File: config.mk
export PLATFORM = sky130hd
export DESIGN_NAME = floor_scheduler
export DESIGN_NICKNAME = d
export VERILOG_FILES = /design/src/rtl/floor_scheduler.sv
export SDC_FILE = /design/constraint.sdc
export NUM_CORES = 1
export LEC_CHECK = 0
export BUFFER_PORTS_ARGS = -buffer_cell sky130_fd_sc_hd__buf_2
export CAP_MARGIN = 10
export CORE_UTILIZATION = 55
export DETAILED_ROUTE_END_ITERATION = 16
export PLACE_DENSITY = 0.79
export SLEW_MARGIN = 20
export SYNTH_ARGS = -nofsm -noshare
export SYNTH_HDL_FRONTEND = slang
export SYNTH_SLANG_ARGS = --single-unit
File: constraint.sdc
create_clock -name clk -period 3.8 [get_ports clk]
set_input_delay 0.38 -clock clk [delete_from_list [all_inputs] [get_ports clk]]
set_output_delay 0.38 -clock clk [all_outputs]
set_load 0.01 [all_outputs]
File: src/rtl/floor_scheduler.sv
// Single-car SCAN elevator: latches floor calls, steps a one-hot car position, dwells at requested floors.
// Latency: a request acts one edge after it latches; each hop takes TRAVEL_TICKS edges, each stop DOOR_TICKS cycles.
// Backpressure: none; req is sampled on every edge and held in pending until that floor is serviced.
module floor_scheduler #(
  parameter int FLOORS       = 6,
  parameter int TRAVEL_TICKS = 4,
  parameter int DOOR_TICKS   = 3
) (
  input  logic              clk,
  input  logic              reset,
  input  logic [FLOORS-1:0] req,
  output logic [FLOORS-1:0] floor,
  output logic [FLOORS-1:0] pending,
  output logic              above,
  output logic              below,
  output logic              here,
  output logic              up,
  output logic              down,
  output logic              door_open
);

  localparam logic [1:0] IDLE = 2'd0;
  localparam logic [1:0] MOVE = 2'd1;
  localparam logic [1:0] DOOR = 2'd2;

  localparam int MAXT = (TRAVEL_TICKS > DOOR_TICKS) ? TRAVEL_TICKS : DOOR_TICKS;
  localparam int CW   = (MAXT < 2) ? 1 : $clog2(MAXT + 1);
  localparam logic [CW-1:0] T_LOAD = CW'(TRAVEL_TICKS - 1);
  localparam logic [CW-1:0] D_LOAD = CW'(DOOR_TICKS - 1);

  logic [1:0]        state, state_nx;
  logic              dir, dir_nx;         // 1 = up
  logic              last_dir, last_dir_nx;
  logic [CW-1:0]     cnt, cnt_nx;
  logic [FLOORS-1:0] floor_nx;
  logic [FLOORS-1:0] clr;
  logic [FLOORS-1:0] mask_lt;             // floors strictly below the car
  logic [FLOORS-1:0] mask_le;             // floors at or below the car
  logic [FLOORS-1:0] next_floor;
  logic [FLOORS-1:0] pend_in;

  // One-hot minus one gives every bit below the car; these feed the pending-set comparisons.
  always_comb begin
    mask_lt    = floor - FLOORS'(1);
    mask_le    = mask_lt | floor;
    above      = |(pending & ~mask_le);
    below      = |(pending & mask_lt);
    here       = |(pending & floor);
    next_floor = dir ? (floor << 1) : (floor >> 1);
    pend_in    = pending | req;
  end

  // SCAN decisions: serve here first, prefer the last travel direction, stop at any pending floor on arrival.
  always_comb begin
    state_nx    = state;
    dir_nx      = dir;
    last_dir_nx = last_dir;
    cnt_nx      = cnt;
    floor_nx    = floor;
    clr         = '0;
    case (state)
      IDLE: begin
        if (here) begin
          state_nx = DOOR;
          clr      = floor;
          cnt_nx   = D_LOAD;
        end else if (above && (last_dir || !below)) begin
          state_nx = MOVE;
          dir_nx   = 1'b1;
          cnt_nx   = T_LOAD;
        end else if (below) begin
          state_nx = MOVE;
          dir_nx   = 1'b0;
          cnt_nx   = T_LOAD;
        end
      end
      MOVE: begin
        if (cnt == '0) begin
          floor_nx    = next_floor;
          last_dir_nx = dir;
          if (|(next_floor & pend_in)) begin
            state_nx = DOOR;
            clr      = next_floor;
            cnt_nx   = D_LOAD;
          end else begin
            cnt_nx = T_LOAD;
          end
        end else begin
          cnt_nx = cnt - CW'(1);
        end
      end
      DOOR: begin
        // A fresh call for the open floor just holds the door; it never becomes pending.
        if (|(req & floor)) begin
          clr    = floor;
          cnt_nx = D_LOAD;
        end else if (cnt == '0) begin
          state_nx = IDLE;
        end else begin
          cnt_nx = cnt - CW'(1);
        end
      end
      default: state_nx = IDLE;
    endcase
  end

  // State, position and request registers; status outputs decoded from the next state so they align with it.
  always_ff @(posedge clk) begin
    if (reset) begin
      state     <= IDLE;
      dir       <= 1'b1;
      last_dir  <= 1'b1;
      cnt       <= '0;
      floor     <= FLOORS'(1);
      pending   <= '0;
      up        <= 1'b0;
      down      <= 1'b0;
      door_open <= 1'b0;
    end else begin
      state     <= state_nx;
      dir       <= dir_nx;
      last_dir  <= last_dir_nx;
      cnt       <= cnt_nx;
      floor     <= floor_nx;
      pending   <= pend_in & ~clr;
      up        <= (state_nx == MOVE) && dir_nx;
      down      <= (state_nx == MOVE) && !dir_nx;
      door_open <= (state_nx == DOOR);
    end
  end

endmodule

# Word level (Yosys, flattened, before mapping)
# Index checks and enable logic that the tools add are counted.
# totals
ff_bits	22
latchBits	0
ram_bits	0
rom_bits	0
input_bits	8
out_inout_bits	18
wordCells	69
n_memories	0
# classes
add_sub_neg	2
mul	0
div	0
n_lt_le_gt_ge	0
eq_ne	6
shift	0
muxes	26
bitwise	10
reduce_logical	16
# op_table
cell	count
6-bit AND	6
6-bit two-way mux	5
6-bit OR reduction	5
3-bit two-way mux	6
6-bit case mux with 3 select lines	1
2-bit two-way mux	7
6-bit NOT	2
6-bit OR	2
3-bit case mux with 3 select lines	1
2-bit case mux with 3 select lines	1
6-bit by 1-bit subtractor with 6-bit output (second input constant)	1
1-bit two-way mux	5
2-bit by 1-bit equality test with 1-bit output (second input constant)	2
2-bit equality test (second input constant)	2
4-bit != test (second input constant)	1
1-bit logical AND	3
3-bit zero test	1
3-bit != test (second input constant)	1
3-bit AND reduction	1
3-bit nonzero test	1
3-bit by 1-bit subtractor with 3-bit output (second input constant)	1
1-bit zero test	2
2-bit zero test	1
2-bit AND reduction	1
1-bit logical OR	1

# Longest topological paths before layout
# Gate-level depths: netlist of run 1.
# logic_depth
depth_word	11
mapped_depth	10
ltp_nobuf	10

# Worst setup path after synthesis of run 1
# No wires, ideal clock.
# synth_path
path_type	reg2reg
start	register floor[1]
end	register cnt[1]
setup_ps	86
t_arrival_ps	2401
required_time_ps	3714
slack_ps	1314
stages_incl_launch_ff	11
n_path_buf	0
period_less_slack_ps	2486
cell_sequence	dfxtp_1 -> inv_1 -> nand3_1 -> or3_1 -> ha_1 -> a222oi_1 -> nand2_1 -> or3_1 -> o21bai_1 -> a2111oi_0 -> a211oi_1
# synth_via
elab_chain_cells	9
elab_cells_between_ends	21
classes_between	add/sub (1); eq/ne (2); mux (4); bitwise (6); reduce/logical (8)
# synth_lines
item	line	rtl
from (decl)	12	output logic [FLOORS-1:0] floor,
from (signal assigned)	124	floor <= floor_nx;
6-bit by 1-bit subtractor with 6-bit output	44	mask_lt = floor - FLOORS'(1);
6-bit OR (*)	45	mask_le = mask_lt | floor;
6-bit NOT (*)	46	above = |(pending & ~mask_le);
6-bit AND (*)	46	
6-bit OR reduction (*)	46	
via above	14	output logic above,
1-bit logical AND (*)	67	end else if (above && (last_dir || !below)) begin
3-bit two-way mux	67	
3-bit two-way mux	63	if (here) begin
3-bit case mux with 3 select lines	61	case (state)
to (signal assigned)	123	cnt <= cnt_nx;
to (decl)	34	logic [CW-1:0] cnt, cnt_nx;
# Mark *: on every way through the listed nets, which the timed path passes. The rest lies on a longest branch.
# A chain may end at the register's enable or synchronous reset.

# Worst setup path after layout of run 1
# layout_path
start	register floor[0]
end	register cnt[1]
# layout_via
elab_chain_cells	9
elab_cells_between_ends	21
classes_between	add/sub (1); eq/ne (2); mux (4); bitwise (6); reduce/logical (8)
# layout_lines
item	line
6-bit by 1-bit subtractor with 6-bit output	44
6-bit OR / 6-bit AND (equally long branches)	45, 47
6-bit NOT / 6-bit OR reduction (equally long branches)	46, 47
6-bit AND / 1-bit zero test (equally long branches)	46, 67
6-bit OR reduction / 1-bit logical OR (equally long branches)	46, 67
1-bit logical AND	67
3-bit two-way mux	67
3-bit two-way mux	63
3-bit case mux with 3 select lines	61
# Parallel ways exist; a longest one is shown, timed or not.

==> qor.yml, run 1 <==
power:
  combPwrFrac_pct: 58.2
  p_int_mw: 0.628
  power_frac_seq_pct: 30.5
  power_mw: 1.20
  switching_share_pct: 47.7
  ir_drop_v: 0.000486
  power_density_nw_per_um2: 730
  leakagePower_nw: 0.756
  pwr-share-clk_pct: 11.3
  p_sw_mw: 0.572
sta:
  slew_headroom_pct: 64.0
  setup_violations: 0
  setup_tns_ns: 0
  skew_ns: 0.00669
  slew_viol_final: 0
  fin_crit_sh_pct: 76.5
  maxClockFrequency_mhz: 344
  hold_viol_final: 0
  rsz0062_at_grt: "false"
  whs_ns: 0.376
  min_period_ns: 2.91
  worst_pin_slew_ns: 0.541
logic_synthesis:
  ys_types: 47
  synth.area.mux_share_pct: 3.58
  post_synth_main_area_contributors: "dfxtp_1 30%, ha_1 11%, a22oi_1 6.6%, inv_1 4.6%, nand2_1 4.3%"
  yosys_warnings: 0
  synth.largest_area_cell: "dfxtp_1"
  synth-xor-area-share_pct: 0
  synthCells: 171
  yosys.area_share.adder_pct: 11.1
  synth_most_common_cell: "dfxtp_1"
  yosys.area_share.simple_pct: 20.5
  synth_top_flop_cell: "dfxtp_1"
  syn_area_sq_um: 1470
  synth_seq_cells: 22
  synth_top_family_by_area: "compound AO/OA/AOI/OAI gates"
  synth_edf_count: 0
  synth_top_area_share_pct: 30.0
  async_flop_share_pct: 0
  syn_avg_cell_area_sq_um: 8.58
  synth_compound_area_share_pct: 28.4
  synth_nets: 192
  synth_common_cells: "22 x dfxtp_1, 18 x inv_1, 17 x nand2_1"
  seq_area_frac_synth_pct: 30.0
critical_path:
  crit_buf_inv: 1
  reg2reg_from: "floor[0]"
  cp-start-kind: "flop"
  path_class: "flop to flop"
  worstPathRequired_ns: 4.05
  cp_common_cell: "or3_1"
  crit_slowest_cell: "dfxtp_1"
  crit_chain: "inv_1, nand3_1, or3_1, ha_1, a222oi_1, nand2_1, or3_1, o21bai_1, a2111oi_0, a211oi_1"
  crit_start: "floor[0]"
  cp_max_fo: 7
  path_delay_family: "compound AO/OA/AOI/OAI gates"
  reg2reg_depth: 10
  crit_path_max_incr_delay_ns: 0.40
  crit_path_end_kind: "flop"
  crit_arrival_ns: 3.16
  cp_num_cells: 10
  rrSetupSlack_ns: 0.89
clock_network:
  cts_resized: 0
  clock-root-buffer: "clkbuf_4"
  post-cts-setup-buffers: 0
  cts_tree: "done"
  clk_latency_ns: 0.33
  cts.clk_slew.worst_paths_ns: 0.13
  clock_sinks: 22
  htreeDepth: 1
  hold_buffers: 0
  clockBufferDepth: 2
  numCtsBuffers: 3
floorplanning:
  core_sq_um: 2500
  die-area_sq_um: 2880
  ioPinCount: 26
  fp-row-count: 18
  die_h_um: 53.7
  start_util_pct: 58.7
  fp.dieW_um: 53.7
layout:
  syn_to_final_growth_pct: 12.0
  design_area_sq_um: 1640
  fin_util_pct: 65.8
  antenna_cells: 0
  nets: 218
  drive_above_1_share_pct: 21.4
grt:
  first_global_vias: 1316
  grt_max_degree: 13
  grt_overflow: 0
  grt_antenna_before_repair: 0
  track_usage_pct: 30.4
  grt_pass1_wl_mm: 6.21
route:
  drcViolationCount: 0
  drt_iter0_markers: 102
  vias: 1474
  via_per_inst: 6.52
  postRouteAntennaNets: 0
  avgRoutedWirePerCell_um: 17.7
  wl_mm: 3.99
  dr.pass1.iters: 6
min_path:
  min_path_type: "input port to flop"
  hold_depth: 2
  min_from: "req[5]"
outcome:
  status: "completed"
placement:
  io_buffers: 25
  dpl_cell_area_sq_um: 1610
  dp_hpwl_mm: 3.07
  gp_congestion: 0.921
job:
  max-cap-violations: 0
final timing paths:
kind | end
hold reg to reg | last_dir
hold / removal | pending[5]
setup reg to reg | cnt[1]
setup / recovery | cnt[1]
metrics by stage:
step,setup WS [ns],instances
2_1_floorplan,1.31,171
3_3_place_gp,0.972,222
3_5_place_dp,0.968,222
4_1_cts,0.935,226
5_1_grt,0.772,226
6_report,0.894,226
worst reg2reg max path, cell delays in order (launching register included):
cell and delay (ns):
dfxtp_1 0.40, inv_1 0.16, nand3_1 0.10, or3_1 0.32, ha_1 0.19, a222oi_1 0.35, nand2_1 0.19, or3_1 0.38
o21bai_1 0.40, a2111oi_0 0.12, a211oi_1 0.23
power by group through the flow:
stage / Clock (mW) / Combinational [mW] / Sequential (mW)
2_1_floorplan: 0 / 0.500 / 0.356
3_3_place_gp: 0 / 0.658 / 0.362
3_5_place_dp: 0 / 0.682 / 0.367
4_1_cts: 0.136 / 0.687 / 0.362
5_1_grt: 0.141 / 0.774 / 0.373
6_report: 0.135 / 0.699 / 0.366
routing by layer:
layer	global-route usage [%]	up-vias	part of all wire, %
met5	0	-	0
met4	12.7	0	2.5
met3	5.08	13	9.7
met2	48.1	90	45
met1	40.4	672	43
li1	-	699	-
layout by cell type, fill, tap and decap left out, types with 2 or more instances in the layout:
cell	instances
o211a_1	6
nand2_1	17
nor2_1	9
a22o_1	2
mux2_4	2
or3_1	2
o21ai_0	2
ha_1	13
buf_2	25
dfxtp_1	22
nor2b_1	2
inv_1	18
nand3_1	7
a222oi_1	2
mux2_1	2
nand4_1	4
a21oi_1	5
or2_2	6
a31oi_1	2
a211oi_1	5
clkbuf_4	3
o21bai_1	2
a22oi_1	13
registers in the layout (all words and copies together), names as in the netlist:
register	flops
up	1
dir	1
floor	6
last_dir	1
down	1
state	2
door_open	1
pending	6
cnt	3
cell families (layout without fill, tap and decap cells):
family / after synthesis / in the layout
simple gates: 57 / 57
buf+inv: 23 / 48
flops: 22 / 22
mux: 4 / 4
compound gates: 52 / 52
fa+ha+maj: 13 / 13
layout make-up:
type	instances	area [sq um]
Timing Repair Buffer	25	125
Fill cell	225	856
Inverter	19	71.3
Multi-Input combinational cell	126	933
Sequential cell	22	440
Clock buffer	4	36.3
Tap cell	30	37.5
(Power assumes the default switching activity.)
==> inputs of run 2 (changes only) <==
--- a/config.mk
+++ b/config.mk
@@ -7,9 +7,9 @@
 export LEC_CHECK = 0
 export BUFFER_PORTS_ARGS = -buffer_cell sky130_fd_sc_hd__buf_2
 export CAP_MARGIN = 10
-export CORE_UTILIZATION = 55
+export CORE_UTILIZATION = 50
 export DETAILED_ROUTE_END_ITERATION = 16
-export PLACE_DENSITY = 0.79
+export PLACE_DENSITY = 0.75
 export SLEW_MARGIN = 20
 export SYNTH_ARGS = -nofsm -noshare
 export SYNTH_HDL_FRONTEND = slang
==> constraint.sdc (replaced) <==
create_clock -name clk -period 2.4 [get_ports clk]
set_input_delay 0.24 -clock clk [delete_from_list [all_inputs] [get_ports clk]]
set_output_delay 0.24 -clock clk [all_outputs]
set_load 0.01 [all_outputs]
==> run 2 against run 1 <==
The flow now finishes with violations (setup timing). Die area increased by 9.6%. Sequential share of layout area decreased by 4.0 points. Clock power increased by 36%. Sequential cell count unchanged. Clock-buffer cell count decreased by 1. Wire length increased by 19%. Fmax increased by 17%. Via count increased by 13%. Total power increased by 90%. Clock skew decreased by 0.00090 ns.
==> qor.yml, run 2 (synthesis results as in run 1) <==
min_path:
  holdPathEnd: "cnt[0]"
  min_path_type: "input port to flop"
  hold_depth: 2
  min_from: "reset"
clock_network:
  clockBufferDepth: 2
  clk_latency_ns: 0.32
  numCtsBuffers: 3
  clock_sinks: 22
  cts_tree: "done"
  htreeDepth: 1
  clock-root-buffer: "clkbuf_4"
  cts.clk_slew.worst_paths_ns: 0.13
critical_path:
  worstPathRequired_ns: 2.66
  reg2reg_depth: 7
  crit_path_end_kind: "flop"
  crit_arrival_ns: 2.74
  cp_max_fo: 4
  rrSetupSlack_ns: -0.08
  cp-start-kind: "flop"
  path_class: "flop to flop"
  reg2reg_to: "up"
  reg2reg_from: "floor[1]"
sta:
  maxClockFrequency_mhz: 403
  fin_crit_sh_pct: 103
  setup_violations: 2
  hold_viol_final: 0
  setup_slack_ns: -0.0820
  rsz0062_at_grt: "true"
  slew_viol_final: 0
  skew_ns: 0.00579
  worst_pin_slew_ns: 0.590
  slew_headroom_pct: 60.7
  setup_tns_ns: -0.103
  min_period_ns: 2.48
placement:
  io_buffers: 25
  dp_hpwl_mm: 3.40
  dp_slack_ns: -0.0901
  gp_congestion: 0.955
power:
  pwr-share-clk_pct: 8.0
  power_frac_seq_pct: 24.3
  power_density_nw_per_um2: 1150
  p_int_mw: 1.25
  power_mw: 2.28
  switching_share_pct: 45.2
  p_sw_mw: 1.03
  ir_drop_v: 0.000879
  leakagePower_nw: 0.951
  combPwrFrac_pct: 67.6
job:
  max-cap-violations: 0
route:
  vias: 1671
  dr.pass1.iters: 5
  drcViolationCount: 0
  postRouteAntennaNets: 0
  wl_mm: 4.74
  via_per_inst: 6.35
  drt_iter0_markers: 126
  avgRoutedWirePerCell_um: 18.0
floorplanning:
  fp.dieW_um: 56.2
  die_h_um: 56.2
  fp-row-count: 19
  core_sq_um: 2760
  die-area_sq_um: 3160
  start_util_pct: 53.2
  ioPinCount: 26
layout:
  drive_above_1_share_pct: 42.2
  final_common_cell: "buf_4"
  fin_util_pct: 72.2
  mostFrequentLayoutCells: "35 x buf_4, 25 x buf_2, 17 x nand2_1"
  syn_to_final_growth_pct: 35.7
  nets: 255
  antenna_cells: 0
  largestRegisters: "floor x6, pending x6, cnt x3"
grt:
  grt_antenna_before_repair: 0
  track_usage_pct: 32.3
  grt_overflow: 0
  grt_pass1_wl_mm: 7.85
  first_global_vias: 1693
  grt_max_degree: 12
outcome:
  violations: "setup timing"
  status: "complete, but fails checks"
run 2: per-layer routing:
layer | routed length [um] | GRT usage, % | share of wire (%) | vias to the layer above
li1 | - | - | - | 763
met1 | 1910 | 40.8 | 40 | 821
met2 | 2340 | 51.9 | 49 | 80
met3 | 433 | 6.98 | 9.1 | 7
met4 | 57 | 15.7 | 1.2 | 0
met5 | 0 | 0 | 0 | -
run 2: stage by stage:
| stage | instances | hold WS [ns] | cell area, sq um |
|---|---|---|---|
| 2_1_floorplan | 171 | 0.427 | 1480 |
| 3_3_place_gp | 255 | 0.459 | 1860 |
| 3_5_place_dp | 255 | 0.476 | 1860 |
| 4_1_cts | 262 | 0.240 | 1950 |
| 5_1_grt | 263 | 0.250 | 1990 |
| 6_report | 263 | 0.238 | 1990 |
run 2: power by group through the flow:
stage | sequential [mW] | clock (mW) | combinational [mW]
after floorplan | 0.568 | 0 | 0.807
after global placement | 0.543 | 0 | 1.32
after detailed placement | 0.549 | 0 | 1.36
after CTS | 0.546 | 0.186 | 1.42
after global routing | 0.562 | 0.194 | 1.70
final | 0.555 | 0.184 | 1.54
run 2: how the worst max path moves through the flow:
stage | start | endpoint | slack (ns) | depth (start not counted)
floorplan | floor[4] | up | -0.04 | 7
global placement | dir | up | -0.05 | 6
detailed placement | floor[0] | up | -0.09 | 7
CTS | dir | up | -0.04 | 6
global route | dir | up | -0.19 | 6
finish | floor[1] | up | -0.08 | 7
run 2: final cells by class:
type	count	area (sq um)
Inverter	19	73.8
Tap cell	31	38.8
Clock buffer	3	22.5
Sequential cell	22	453
Fill cell	213	766
Multi-Input combinational cell	126	993
Timing Repair Buffer	62	410
run 2: timing repair:
| action | in CTS | in global routing |
|---|---|---|
| pin swaps | 5 | 5 |
| gates resized for setup | 12 | 9 |
| hold buffers | 0 | 0 |
| setup endpoints to repair | 4 | 8 |
| setup buffers | 4 | 1 |
run 2: worst max-delay path: stages, from the launching register on:
cell and delay (ns):
dfxtp_2 0.35, buf_6 0.12, mux2_4 0.27, a222oi_1 0.41
a221oi_1 0.16, or4b_4 0.53, or4_4 0.44, a211oi_2 0.14
